$ cat src/rtl/dispatch_pkg.sv
// Shared constants for the dispatch stage: FU indices, register file geometry
// and default reservation-station depths.
package dispatch_pkg;

    localparam int NUM_FU        = 4;
    localparam int FU_ALU        = 0;
    localparam int FU_LSU        = 1;
    localparam int FU_MUL        = 2;
    localparam int FU_BR         = 3;

    localparam int NUM_ARCH_REGS = 32;
    localparam int REG_ADDR_W    = 5;

    localparam int ALU_RS_DEPTH_DEF = 4;
    localparam int LSU_RS_DEPTH_DEF = 4;
    localparam int MUL_RS_DEPTH_DEF = 2;
    localparam int BR_RS_DEPTH_DEF  = 2;

endpackage

$ cat src/rtl/dispatch_unit_fu_credit.sv
// Saturating up/down credit counter tracking free entries of one reservation
// station; avail_o is high while at least one entry is free.
module fu_credit #(
    parameter int DEPTH = 4
) (
    input  logic clk_i,
    input  logic reset_i,
    input  logic take_i,
    input  logic give_i,
    output logic avail_o
);

    localparam int CNT_W = $clog2(DEPTH + 1);

    logic [CNT_W-1:0] cnt_q, cnt_d;

    // take and give in the same cycle cancel; a give at full depth is dropped
    always_comb begin
        cnt_d = cnt_q;
        if (take_i && !give_i) begin
            cnt_d = cnt_q - 1'b1;
        end else if (give_i && !take_i && cnt_q != CNT_W'(DEPTH)) begin
            cnt_d = cnt_q + 1'b1;
        end
    end

    always_ff @(posedge clk_i) begin
        if (reset_i) begin
            cnt_q <= CNT_W'(DEPTH);
        end else begin
            cnt_q <= cnt_d;
        end
    end

    assign avail_o = (cnt_q != '0);

    a_no_credit_overflow: assert property (@(posedge clk_i) disable iff (reset_i)
        !(give_i && !take_i && cnt_q == CNT_W'(DEPTH)));

endmodule

$ cat src/rtl/dispatch_unit.sv
// Registered dispatch stage: routes decoded instructions to one of four RS,
// tracks RS credits and a destination-register busy scoreboard cleared by the CDB.
// Optional macro DISPATCH_CDB_BYPASS_EN lets a same-cycle CDB broadcast count as ready.
module dispatch_unit
    import dispatch_pkg::*;
#(
    parameter int ALU_RS_DEPTH = ALU_RS_DEPTH_DEF,
    parameter int LSU_RS_DEPTH = LSU_RS_DEPTH_DEF,
    parameter int MUL_RS_DEPTH = MUL_RS_DEPTH_DEF,
    parameter int BR_RS_DEPTH  = BR_RS_DEPTH_DEF
) (
    input  logic        clk_i,
    input  logic        reset_i,
    input  logic        inst_valid_i,
    input  logic [31:0] inst_i,
    input  logic        alu_i,
    input  logic        lsu_i,
    input  logic        mul_i,
    input  logic        br_i,
    input  logic [4:0]  rs1_addr_i,
    input  logic [4:0]  rs2_addr_i,
    input  logic [4:0]  rd_addr_i,
    output logic        inst_ready_o,
    input  logic        cdb_en_i,
    input  logic [4:0]  cdb_reg_addr_i,
    input  logic        alu_free_i,
    input  logic        lsu_free_i,
    input  logic        mul_free_i,
    input  logic        br_free_i,
    output logic        alu_valid_o,
    output logic        lsu_valid_o,
    output logic        mul_valid_o,
    output logic        br_valid_o,
    output logic [31:0] inst_o,
    output logic [4:0]  rs1_addr_o,
    output logic [4:0]  rs2_addr_o,
    output logic [4:0]  rd_addr_o,
    output logic        rs1_busy_o,
    output logic        rs2_busy_o,
    output logic        illegal_o
);

    logic [NUM_FU-1:0]        cls, avail, take, give;
    logic [NUM_ARCH_REGS-1:0] busy_q, busy_d;
    logic [NUM_FU-1:0]        valid_q, valid_d;
    logic                     illegal_q, illegal_d;
    logic [31:0]              inst_q, inst_d;
    logic [REG_ADDR_W-1:0]    rs1_addr_q, rs1_addr_d, rs2_addr_q, rs2_addr_d, rd_addr_q, rd_addr_d;
    logic                     rs1_busy_q, rs1_busy_d, rs2_busy_q, rs2_busy_d;
    logic                     class_present, credit_ok, writes_rd, stall, fire;
    logic                     rd_busy, rs1_busy_now, rs2_busy_now;

    assign cls  = {br_i, mul_i, lsu_i, alu_i};
    assign give = {br_free_i, mul_free_i, lsu_free_i, alu_free_i};

    fu_credit #(.DEPTH(ALU_RS_DEPTH)) u_alu_credit (.clk_i(clk_i), .reset_i(reset_i),
        .take_i(take[FU_ALU]), .give_i(give[FU_ALU]), .avail_o(avail[FU_ALU]));
    fu_credit #(.DEPTH(LSU_RS_DEPTH)) u_lsu_credit (.clk_i(clk_i), .reset_i(reset_i),
        .take_i(take[FU_LSU]), .give_i(give[FU_LSU]), .avail_o(avail[FU_LSU]));
    fu_credit #(.DEPTH(MUL_RS_DEPTH)) u_mul_credit (.clk_i(clk_i), .reset_i(reset_i),
        .take_i(take[FU_MUL]), .give_i(give[FU_MUL]), .avail_o(avail[FU_MUL]));
    fu_credit #(.DEPTH(BR_RS_DEPTH))  u_br_credit  (.clk_i(clk_i), .reset_i(reset_i),
        .take_i(take[FU_BR]),  .give_i(give[FU_BR]),  .avail_o(avail[FU_BR]));

    // Scoreboard read; busy_q[0] is held at 0 so x0 never reads busy
    always_comb begin
`ifdef DISPATCH_CDB_BYPASS_EN
        rd_busy      = busy_q[rd_addr_i]  && !(cdb_en_i && cdb_reg_addr_i == rd_addr_i);
        rs1_busy_now = busy_q[rs1_addr_i] && !(cdb_en_i && cdb_reg_addr_i == rs1_addr_i);
        rs2_busy_now = busy_q[rs2_addr_i] && !(cdb_en_i && cdb_reg_addr_i == rs2_addr_i);
`else
        rd_busy      = busy_q[rd_addr_i];
        rs1_busy_now = busy_q[rs1_addr_i];
        rs2_busy_now = busy_q[rs2_addr_i];
`endif
    end

    always_comb begin
        class_present = |cls;
        credit_ok     = |(cls & avail);
        writes_rd     = (rd_addr_i != '0) && !br_i && !(lsu_i && inst_i[5]);
        stall         = inst_valid_i && class_present && (!credit_ok || (writes_rd && rd_busy));
        fire          = inst_valid_i && class_present && !stall;
        take          = fire ? cls : '0;
        inst_ready_o  = !stall;

        busy_d = busy_q;
        if (cdb_en_i) begin
            busy_d[cdb_reg_addr_i] = 1'b0;
        end
        if (fire && writes_rd) begin
            busy_d[rd_addr_i] = 1'b1;
        end
        busy_d[0] = 1'b0;

        valid_d    = take;
        illegal_d  = inst_valid_i && !class_present;
        inst_d     = inst_q;
        rs1_addr_d = rs1_addr_q;
        rs2_addr_d = rs2_addr_q;
        rd_addr_d  = rd_addr_q;
        rs1_busy_d = rs1_busy_q;
        rs2_busy_d = rs2_busy_q;
        if (fire) begin
            inst_d     = inst_i;
            rs1_addr_d = rs1_addr_i;
            rs2_addr_d = rs2_addr_i;
            rd_addr_d  = rd_addr_i;
            rs1_busy_d = rs1_busy_now;
            rs2_busy_d = rs2_busy_now;
        end
    end

    // Dispatch register stage
    always_ff @(posedge clk_i) begin
        if (reset_i) begin
            busy_q     <= '0;
            valid_q    <= '0;
            illegal_q  <= 1'b0;
            inst_q     <= '0;
            rs1_addr_q <= '0;
            rs2_addr_q <= '0;
            rd_addr_q  <= '0;
            rs1_busy_q <= 1'b0;
            rs2_busy_q <= 1'b0;
        end else begin
            busy_q     <= busy_d;
            valid_q    <= valid_d;
            illegal_q  <= illegal_d;
            inst_q     <= inst_d;
            rs1_addr_q <= rs1_addr_d;
            rs2_addr_q <= rs2_addr_d;
            rd_addr_q  <= rd_addr_d;
            rs1_busy_q <= rs1_busy_d;
            rs2_busy_q <= rs2_busy_d;
        end
    end

    assign {br_valid_o, mul_valid_o, lsu_valid_o, alu_valid_o} = valid_q;
    assign illegal_o  = illegal_q;
    assign inst_o     = inst_q;
    assign rs1_addr_o = rs1_addr_q;
    assign rs2_addr_o = rs2_addr_q;
    assign rd_addr_o  = rd_addr_q;
    assign rs1_busy_o = rs1_busy_q;
    assign rs2_busy_o = rs2_busy_q;

endmodule

$ cat config.mk
export PLATFORM = sky130hd
export DESIGN_NAME = dispatch_unit
export DESIGN_NICKNAME = d
export VERILOG_FILES = /design/src/rtl/dispatch_pkg.sv /design/src/rtl/dispatch_unit_fu_credit.sv /design/src/rtl/dispatch_unit.sv
export SDC_FILE = /design/constraint.sdc
export NUM_CORES = 1
export LEC_CHECK = 0
export CAP_MARGIN = 20
export CORE_ASPECT_RATIO = 1.75
export CORE_MARGIN = 2
export CORE_UTILIZATION = 54
export DETAILED_ROUTE_END_ITERATION = 8
export GPL_ROUTABILITY_DRIVEN = 0
export PLACE_DENSITY_LB_ADDON = 0.1
export SLEW_MARGIN = 20
export SYNTH_ARGS = -nofsm -noshare
export SYNTH_HDL_FRONTEND = slang
export SYNTH_SLANG_ARGS = --single-unit
$ cat constraint.sdc
create_clock -name clk_i -period 7.6 [get_ports clk_i]
set_clock_uncertainty 0.05 [all_clocks]
set_input_delay 1.9 -clock clk_i [delete_from_list [all_inputs] [get_ports clk_i]]
set_output_delay 1.9 -clock clk_i [all_outputs]
set_load 0.02 [all_outputs]
After elaboration in Yosys (flattened, before gate mapping)
Cells that the tools add are included.
{"block": "classes", "add_sub_neg": 8, "magnitude_cmp": 6, "eq_ne": 4, "n_mux": 21, "bitwise_logic": 4, "reduce_logical": 48}
{"op": "$mux W32", "count": 2}
{"op": "$and A32 B32 Y32", "count": 1}
{"op": "$not A32 Y32", "count": 1}
{"op": "$or A32 B32 Y32", "count": 1}
{"op": "$lt A5 B6 Y1 const B", "count": 4}
{"op": "$logic_and A1 B1 Y1", "count": 23}
{"op": "$bmux W1 S5", "count": 3}
{"op": "$logic_not A1 Y1", "count": 13}
{"op": "$mux W3", "count": 4}
{"op": "$reduce_bool A2 Y1", "count": 6}
{"op": "$demux W1 S5", "count": 2}
{"op": "$ge A5 B1 Y1 const B", "count": 2}
{"op": "$mux W2", "count": 4}
{"op": "$reduce_or A4 Y1", "count": 2}
{"op": "$add A3 B1 Y3 const B", "count": 2}
{"op": "$ne A3 B3 Y1 const B", "count": 2}
{"op": "$reduce_bool A3 Y1", "count": 2}
{"op": "$sub A3 B1 Y3 const B", "count": 2}
{"op": "$mux W1", "count": 5}
{"op": "$reduce_bool A5 Y1", "count": 1}
{"op": "$add A2 B1 Y2 const B", "count": 2}
{"op": "$and A4 B4 Y4", "count": 1}
{"op": "$mux W4", "count": 1}
{"op": "$ne A2 B2 Y1 const B", "count": 2}
{"op": "2 further kinds", "count": 3}
{"block": "totals", "reg_bits": 96, "in_bits": 64, "out_inout_bits": 55, "word_cells": 105}

Logic depth before layout (Yosys ltp)
Gate-level depths: netlist of run 1.
{"block": "logic_depth", "ltp_word": 14, "mapped_depth": 12, "ltp_nobuf": 10}

Cells and area by module
Synthesis of run 1 repeated with hierarchy kept, for this count alone.
{"block": "hier_totals", "cells_unflattened": 560, "hier_area_um2": 5360.1}
{"module": "dispatch_unit", "instances": 1, "cells_per_inst": 484, "area_per_inst_um2": 4707.0, "seq_area_each_um2": 1701.6}
{"module": "fu_credit at u_alu_credit ...", "instances": 2, "cells_per_inst": 25, "area_per_inst_um2": 214.0, "seq_area_each_um2": 60.1}
{"module": "fu_credit at u_br_credit ...", "instances": 2, "cells_per_inst": 13, "area_per_inst_um2": 112.6, "seq_area_each_um2": 40.0}

Worst setup path before layout of run 1
OpenSTA, ideal clock, no wires.
{"block": "synth_timing", "path_type": "in2out", "from": "in rd_addr_i[1]", "to": "out inst_ready_o", "t_arrival_ns": 3.240, "required_ns": 5.650, "path_slack_ns": 2.410, "path_stages": 7, "cell_sequence": "buf_6 -> mux4_2 -> a32oi_1 -> o221ai_2 -> nand2_1 -> nand2_1 -> nand3_1"}
{"block": "synth_between", "elab_chain_len": 7}
{"element": "start: declaration", "line_no": "dispatch_unit.sv:22", "rtl": "input logic [4:0] rd_addr_i,"}
{"element": "parallel branches: the longest is 3 deep, another holds $bmux W1 S5"}
{"element": "$logic_and A1 B1 Y1 (*)", "line_no": "dispatch_unit.sv:82", "rtl": "stall = inst_valid_i && class_present && (!credit_ok || (writes_rd && rd_busy));"}
{"element": "$logic_or A1 B1 Y1 (*)", "line_no": "dispatch_unit.sv:82"}
{"element": "$logic_and A1 B1 Y1 (*)", "line_no": "dispatch_unit.sv:82"}
{"element": "$logic_not A1 Y1 (*)", "line_no": "dispatch_unit.sv:85", "rtl": "inst_ready_o = !stall;"}
{"element": "end: declaration", "line_no": "dispatch_unit.sv:23", "rtl": "output logic inst_ready_o,"}
Mark *: on every way between the ends. The select of a mux whose other input is x is not followed.

Worst setup path after layout of run 1
Ends and elaborated chain as after synthesis.

==> reports/results.txt, run 1 <==
Synthesized area divided by synthesized cell count -> 9.542 um2
Dpl ws -> 0.8720 ns
Sink Count -> 95
Vias in the first global route -> 4,172
Number of distinct library cells after synthesis -> 53
Iteration-0 DRC count of the detailed router -> 264
Final non-filler cell total -> 743
Part of the total power dissipated in sequential elements -> 0.431
Type of the most critical hold path -> flip-flop to flip-flop
Clock period minus worst slack -> 6.768 ns
Number of cells upsized or downsized after cts -> 0
Number of inserted filler cells in the final layout -> 689
Cell-internal power -> 0.9186 mW
Number of core rows -> 46
Maximum net fanout on the critical path -> 14
Max IR drop VDD -> 0.1145 mV
Deepest level of the CTS H-tree -> 3
Result of the run -> finished clean
Aggregate negative setup slack -> 0 ns
I/O Buffers -> 118
Detailed-route DRC error count -> 0
Power share of the combinational group -> 0.177
Share of Yosys cell area claimed by the top area cell type -> 0.3863
Critical path startpoint category -> input pin
Unrepaired setup endpoints after global routing -> false
TritonCTS clock tree -> yes
Max-slew violation count -> 0
Wire length of the first global-routing pass -> 21.14 mm
Final HPWL from detailed placement -> 9.288 mm
Worst path setup slack after routing -> 0.8318 ns
Worst-margin pin slew -> 1.066 ns
Horizontal extent of the die -> 76.18 um
ANT cells -> 0
Maximum buffer depth of the clock tree -> 2
Nets@finish -> 684
Count of boundary I/O pins -> 119
Total Die Area -> 0.009927 mm2
Final setup fails -> 0
Share of synthesized area occupied by flip-flops and latches -> 0.3863
First-pass iteration count of the detailed router -> 4
DR vias -> 4,320
Switching Power -> 0.3226 mW
Commonest cells after routing, fill and taps aside -> sky130_fd_sc_hd__clkdlybuf4s50_1 (117), sky130_fd_sc_hd__dfxtp_1 (95), sky130_fd_sc_hd__nor2_1 (62), sky130_fd_sc_hd__mux2i_1 (62), sky130_fd_sc_hd__o21ai_0 (50)
Critical path type -> input pin to primary output
Total Power -> 1.241 mW
WP data arrival -> 4.82 ns
Max_cap viols -> 0
Average vias per placed instance -> 5.814
Leading cell type in the layout, fill and taps excluded -> sky130_fd_sc_hd__clkdlybuf4s50_1
Area of the core -> 0.008979 mm2
Hold bufs inserted after CTS -> 0
Clock share of power -> 0.392
Chip height -> 130.3 um
Fraction of the cycle the final worst path needs -> 0.8906
Clock root buffer master -> sky130_fd_sc_hd__clkbuf_16
Cell Count Post-Placement -> 727
Fraction of registers with async set/reset -> 0
Number of hold-slack violations in the final timing report -> 0
Pin count of the biggest net entering global routing -> 114
Post-synthesis instance area -> 0.004923 mm2
Initial antenna violation count -> 0
Primary FF master, synth -> sky130_fd_sc_hd__dfxtp_1
Crit path required time -> 5.65 ns
Cells after Synth -> 516
Area contributors post-synth -> sky130_fd_sc_hd__dfxtp_1 (39%), sky130_fd_sc_hd__mux2i_1 (13%), sky130_fd_sc_hd__mux4_2 (9.1%), sky130_fd_sc_hd__o21ai_0 (5.1%), sky130_fd_sc_hd__nor2_1 (4.7%)
Overall overflow remaining after global route -> 0
Buffers inserted by post-CTS timing repair -> 0
Fmax -> 0.1478 GHz
ANT nets after route -> 0
Leakage power -> 2.335 nW
Average wire length per cell after detail routing -> 17.41 um
Cell taking the most area after synthesis -> sky130_fd_sc_hd__dfxtp_1
Post-synth EDFFs -> 0
Wire length after detailed routing -> 12.94 mm
Yosys warnings -> 0
Number of buffers created by CTS -> 9
Switching share of power -> 0.2599
Flop and latch count out of synthesis -> 95
Element type at the critical path end -> primary output
Worst-path clk slew -> 0.06 ns
Proportion of layout cells with a drive suffix above 1 -> 0.09310
Starting Density -> 0.5484
Utilization after layout -> 0.7163
Layout overhead on the synthesized area -> 30.62%
PwrDens -> 193.0 mW/mm2
Net count after synthesis -> 582
Combined global-route utilization of all metal layers -> 0.2672
Worst relative slew slack -> 0.2894
Clock insertion delay at the later pin of the skew report -> 0.35 ns
[critical path: stages]
cell                              delay [ns]
sky130_fd_sc_hd__clkdlybuf4s50_1        0.97
sky130_fd_sc_hd__mux2i_1                0.33
sky130_fd_sc_hd__o22ai_1                0.11
sky130_fd_sc_hd__a221oi_1               0.35
sky130_fd_sc_hd__o221ai_2               0.27
sky130_fd_sc_hd__nand2_1                0.15
sky130_fd_sc_hd__nand2_1                0.05
sky130_fd_sc_hd__nand3_1                0.07
sky130_fd_sc_hd__clkdlybuf4s50_1        0.60
[through the flow]
step	instance area (um2)	hold slack, ns
2_1_floorplan	4923	0.4219
3_3_place_gp	6112	0.4208
3_5_place_dp	6112	0.4319
4_1_cts	6431	0.4483
5_1_grt	6431	0.4699
6_report	6431	0.4446
[power by group through the flow]
stage	Combinational, mW	Clock, mW	Sequential [mW]
6_report	0.220	0.487	0.535
5_1_grt	0.236	0.513	0.538
3_5_place_dp	0.219	0	0.546
2_1_floorplan	0.105	0	0.566
4_1_cts	0.220	0.487	0.534
3_3_place_gp	0.214	0	0.544
[final timing paths]
kind | from | endpoint | cells past startpoint | slack (ns)
min reg2reg | inst_o[4] | inst_o[4] | 2 | 0.44
min | inst_o[4] | inst_o[4] | 2 | 0.44
max | rd_addr_i[1] | inst_ready_o | 9 | 0.83
max reg2reg | busy_q[6] | busy_q[9] | 8 | 4.50
[area by class of cell]
class	instances	area (um2)	area share
clock buffers	10	229.0	0.03560
clock inverters	6	90.09	0.01401
inverters	7	26.28	0.004086
multi-input cells	385	2840	0.4416
flip-flops and latches	95	1902	0.2957
well taps	120	150.1	0.02335
repair buffers	120	1194	0.1856
[cell usage after synthesis, drive strengths merged (2+ instances only)]
master and number:
clkbuf 19, clkinv 2, nor2b 22, and3 3, mux2 7, nand4 2, nand2 47, nor3b 11
mux2i 62, o21bai 4, a211o 4, mux4 20, or3b 2, nand3b 20, o221ai 2, a2111oi 2
nand3 8, or2 2, o21ai 57, nor2 62, a21oi 3, o31ai 2, nor3 14, inv 5
buf 10, fa 2, a32oi 3, or3 6, a221oi 2, dfxtp 95, nand4b 2, and3b 2
[flip-flops by register name, indices dropped and copies added (netlist names), 2 cells and up]
| register | count |
|---|---|
| rs2_addr_o | 5 |
| u_alu_credit.cnt_q | 3 |
| rd_addr_o | 5 |
| inst_o | 32 |
| u_lsu_credit.cnt_q | 3 |
| valid_q | 4 |
| busy_q | 31 |
| rs1_addr_o | 5 |
| u_mul_credit.cnt_q | 2 |
| u_br_credit.cnt_q | 2 |
[per-layer routing]
| metal | global-route usage | share of wire | up-vias |
|---|---|---|---|
| met4 | 0.1497 | 0.044 | 0 |
| met2 | 0.4548 | 0.49 | 187 |
| met1 | 0.3099 | 0.40 | 2021 |
| met5 | 0 | 0 | - |
| met3 | 0.06639 | 0.072 | 39 |
| li1 | - | - | 2073 |
[cells by family after synthesis]
| logic type | count (synthesis) | synth area share |
|---|---|---|
| xor+xnor | 1 | 0.001779 |
| mux | 89 | 0.2335 |
| simple gates | 206 | 0.2188 |
| buf+inv | 36 | 0.03914 |
| compound gates | 87 | 0.1123 |
| fa+ha+maj | 2 | 0.008132 |
| flops | 95 | 0.3863 |
Power figures use the tool's default switching activity.
==> run 2, diff against run 1 <==
--- a/config.mk
+++ b/config.mk
@@ -8,11 +8,13 @@
 export CAP_MARGIN = 20
 export CORE_ASPECT_RATIO = 1.75
 export CORE_MARGIN = 2
-export CORE_UTILIZATION = 54
+export CORE_UTILIZATION = 40
 export DETAILED_ROUTE_END_ITERATION = 8
 export GPL_ROUTABILITY_DRIVEN = 0
 export PLACE_DENSITY_LB_ADDON = 0.1
+export REMOVE_ABC_BUFFERS = 1
 export SLEW_MARGIN = 20
 export SYNTH_ARGS = -nofsm -noshare
 export SYNTH_HDL_FRONTEND = slang
+export SYNTH_HIERARCHICAL = 1
 export SYNTH_SLANG_ARGS = --single-unit
==> run 2 against run 1 <==
  * Worst setup slack improved by 0.010 ns
  * Area after synthesis increased by 8.9%
  * Flip-flop and latch count stayed put
  * Clock power grew 4.3%
  * Worst hold slack got worse by 0.018 ns
  * Critical path type unchanged
  * Critical endpoint unchanged
  * Highest routed layer unchanged
==> reports/results.txt, run 2 <==
Result of the run -> finished clean
Area of the core -> 0.01324 mm2 (+47%)
Aggregate negative setup slack -> 0 ns (unchanged)
Hold Crit Start -> inst_o[30]
ANT cells -> 0 (unchanged)
Horizontal extent of the die -> 91.51 um (+20%)
Layout overhead on the synthesized area -> 28.34%
Utilization after layout -> 0.5195 (-0.1968)
GR met3 Demand/Resource -> 0.03925 (-0.02714)
Average wire length per cell after detail routing -> 18.30 um (+5.1%)
Maximum net fanout on the critical path -> 16 (+2)
TritonCTS clock tree -> yes
Proportion of layout cells with a drive suffix above 1 -> 0.08446 (-0.008633)
Max IR drop VDD -> 0.1259 mV (+9.9%)
Number of core rows -> 56 (+22%)
Max-slew violation count -> 0 (unchanged)
Combined global-route utilization of all metal layers -> 0.2151 (-0.05205)
Iteration-0 DRC count of the detailed router -> 200 (-24%)
Leakage power -> 2.549 nW (+9.2%)
Launch point of the critical path -> rd_addr_i[0]
Critical Path Slowest Stage Cell -> sky130_fd_sc_hd__clkdlybuf4s50_1
DR vias -> 4,515 (+4.5%)
Clock root buffer master -> sky130_fd_sc_hd__clkbuf_16
Final HPWL from detailed placement -> 11.41 mm (+23%)
Number of inserted filler cells in the final layout -> 1,227 (+78%)
Primary FF master, synth -> sky130_fd_sc_hd__dfxtp_1
Initial antenna violation count -> 0 (unchanged)
Dpl ws -> 0.8442 ns (-0.02777 ns)
Post-synthesis instance area -> 0.005360 mm2 (+8.9%)
Worst path setup slack after routing -> 0.8418 ns (+0.009996 ns)
Startpoint of the most critical register-to-register path -> busy_q[5]
Wire length after detailed routing -> 15.32 mm (+18%)
Register cell area after layout -> 0.001902 mm2 (unchanged)
Clock insertion delay at the later pin of the skew report -> 0.35 ns (about the same)
Fraction of registers with async set/reset -> 0 (unchanged)
Share of Yosys cell area claimed by the top area cell type -> 0.3548 (-0.03147)
Chip height -> 157.1 um (+21%)
Average vias per placed instance -> 5.394 (-7.2%)
Count of boundary I/O pins -> 119 (unchanged)
Post-synth EDFFs -> 0 (unchanged)
Most frequent cell on the critical path -> sky130_fd_sc_hd__clkdlybuf4s50_1
Cells after Synth -> 560 (+8.5%)
WP data arrival -> 4.81 ns (about the same)
Fraction of the cycle the final worst path needs -> 0.8892 (-0.001315)
Fmax -> 0.1480 GHz (+0.15%)
Type of the most critical hold path -> flip-flop to flip-flop
Commonest cells after routing, fill and taps aside -> sky130_fd_sc_hd__clkdlybuf4s50_1 (117), sky130_fd_sc_hd__nand2b_1 (100), sky130_fd_sc_hd__dfxtp_1 (95), sky130_fd_sc_hd__mux2i_1 (57), sky130_fd_sc_hd__o21ai_0 (50)
Nets@finish -> 724 (+5.8%)
First-pass iteration count of the detailed router -> 5 (+1)
Element type at the critical path end -> primary output
Buffers and inverters on the worst path -> 2 (unchanged)
Leading cell type in the layout, fill and taps excluded -> sky130_fd_sc_hd__clkdlybuf4s50_1
Number of distinct library cells after synthesis -> 57 (+7.5%)
Share of synthesized area occupied by flip-flops and latches -> 0.3548 (-0.03147)
Number of cells upsized or downsized after cts -> 0 (unchanged)
Worst-margin pin slew -> 0.9672 ns (-0.09874 ns)
Sink Count -> 95 (unchanged)
Most numerous cell types in the synthesized netlist -> sky130_fd_sc_hd__nand2b_1 (100), sky130_fd_sc_hd__dfxtp_1 (95), sky130_fd_sc_hd__mux2i_1 (57)
Clock period minus worst slack -> 6.758 ns (-0.009996 ns)
Met2 GRT Util -> 0.3939 (-0.06092)
Worst relative slew slack -> 0.3552 (+0.06583)
Flop and latch count out of synthesis -> 95 (unchanged)
Cells along the critical path -> clkdlybuf4s50_1 -> mux4_2 -> nor2b_4 -> o211ai_2 -> and4bb_4 -> o21ai_0 -> nand3_1 -> clkdlybuf4s50_1
Top cell family by delay on the critical path -> buffers and inverters
Crit path required time -> 5.65 ns (about the same)
Area contributors post-synth -> sky130_fd_sc_hd__dfxtp_1 (35%), sky130_fd_sc_hd__nand2b_1 (12%), sky130_fd_sc_hd__mux2i_1 (11%), sky130_fd_sc_hd__mux4_2 (7.1%), sky130_fd_sc_hd__o21ai_0 (4.7%)
I/O Buffers -> 118 (unchanged)
Hold bufs inserted after CTS -> 0 (unchanged)
Vias in the first global route -> 4,484 (+7.5%)
M1 GR Usage -> 0.2261 (-0.08388)
Layer carrying the most global-route usage -> met2
WHS -> 0.4267 ns (-0.01792 ns)
ANT nets after route -> 0 (unchanged)
Synthesized area divided by synthesized cell count -> 9.572 um2 (+0.32%)
PwrDens -> 186.0 mW/mm2 (-3.6%)
Number of hold-slack violations in the final timing report -> 0 (unchanged)
Dominant cell by count in the synthesized netlist -> sky130_fd_sc_hd__nand2b_1
Yosys warnings -> 6 (+6)
Maximum buffer depth of the clock tree -> 2 (unchanged)
Worst-path clk slew -> 0.06 ns (about the same)
Starting Density -> 0.4048 (-0.1436)
Critical path type -> input pin to primary output
Detailed-route DRC error count -> 0 (unchanged)
Unrepaired setup endpoints after global routing -> false
Total Die Area -> 0.01438 mm2 (+45%)
Max_cap viols -> 0 (unchanged)
Overall overflow remaining after global route -> 0 (unchanged)
Wire length of the first global-routing pass -> 24.12 mm (+14%)
Buffers inserted by post-CTS timing repair -> 0 (unchanged)
Deepest level of the CTS H-tree -> 3 (unchanged)
Critical path startpoint category -> input pin
Number of buffers created by CTS -> 9 (unchanged)
Flip-flop count of the largest register, all copies and words added -> 32 (unchanged)
Final setup fails -> 0 (unchanged)
Cell taking the most area after synthesis -> sky130_fd_sc_hd__dfxtp_1
Maximum single-stage delay on the critical path -> 0.85 ns (-0.12 ns)
Pin count of the biggest net entering global routing -> 128 (+12%)
Area of combinational cells with multiple inputs -> 0.003199 mm2 (+13%)
[run 2: logic make-up after synthesis]
| logic type | count (synthesis) | share of synthesized area |
|---|---|---|
| compound gates | 93 | 0.1081 |
| buf+inv | 41 | 0.04972 |
| xor+xnor | 4 | 0.006537 |
| fa+ha+maj | 2 | 0.004668 |
| mux | 80 | 0.1940 |
| flops | 95 | 0.3548 |
| simple gates | 245 | 0.2822 |
[run 2: through the flow]
step / total power, mW / std cells / instance area [um2]
finish: 1.280 / 837 / 6879
floorplan: 0.6656 / 526 / 5120
detailed placement: 0.7848 / 821 / 6546
global route: 1.338 / 837 / 6879
CTS: 1.292 / 837 / 6879
global placement: 0.7800 / 821 / 6546
[run 2: power breakdown]
part / leakage, nW / internal [mW] / switching, mW / total, mW
Clock: 0.159 / 0.308 / 0.200 / 0.508
Sequential: 0.776 / 0.523 / 0.0165 / 0.540
Combinational: 1.61 / 0.118 / 0.115 / 0.233
[run 2: path summary, 6_finish.rpt]
kind / end / slack, ns / cells after the start
worst min register to register: inst_o[30] / 0.43 / 2
worst max-delay path: inst_ready_o / 0.84 / 8
worst max register to register: u_alu_credit/cnt_q[2] / 4.25 / 12
worst min-delay path: inst_o[30] / 0.43 / 2
[run 2: layout make-up]
class	instances	share of cell area
Timing Repair Buffer	121	0.1746
Sequential cell	95	0.2765
Tap cell	174	0.03165
Multi-Input combinational cell	424	0.4651
Clock inverter	4	0.01109
Inverter	7	0.003820
Clock buffer	12	0.03729
[run 2: tightest hold or removal path: stages (launching register included)]
cell	delay [ns]
sky130_fd_sc_hd__dfxtp_1	0.31
sky130_fd_sc_hd__nand2b_1	0.06
sky130_fd_sc_hd__mux2i_1	0.06
[run 2: layer usage]
layer  vias up  routed length, um
met5         -                  0
met4         0                818
met3        42                694
met2       153               8103
met1      2131               5703
li1       2189                  -
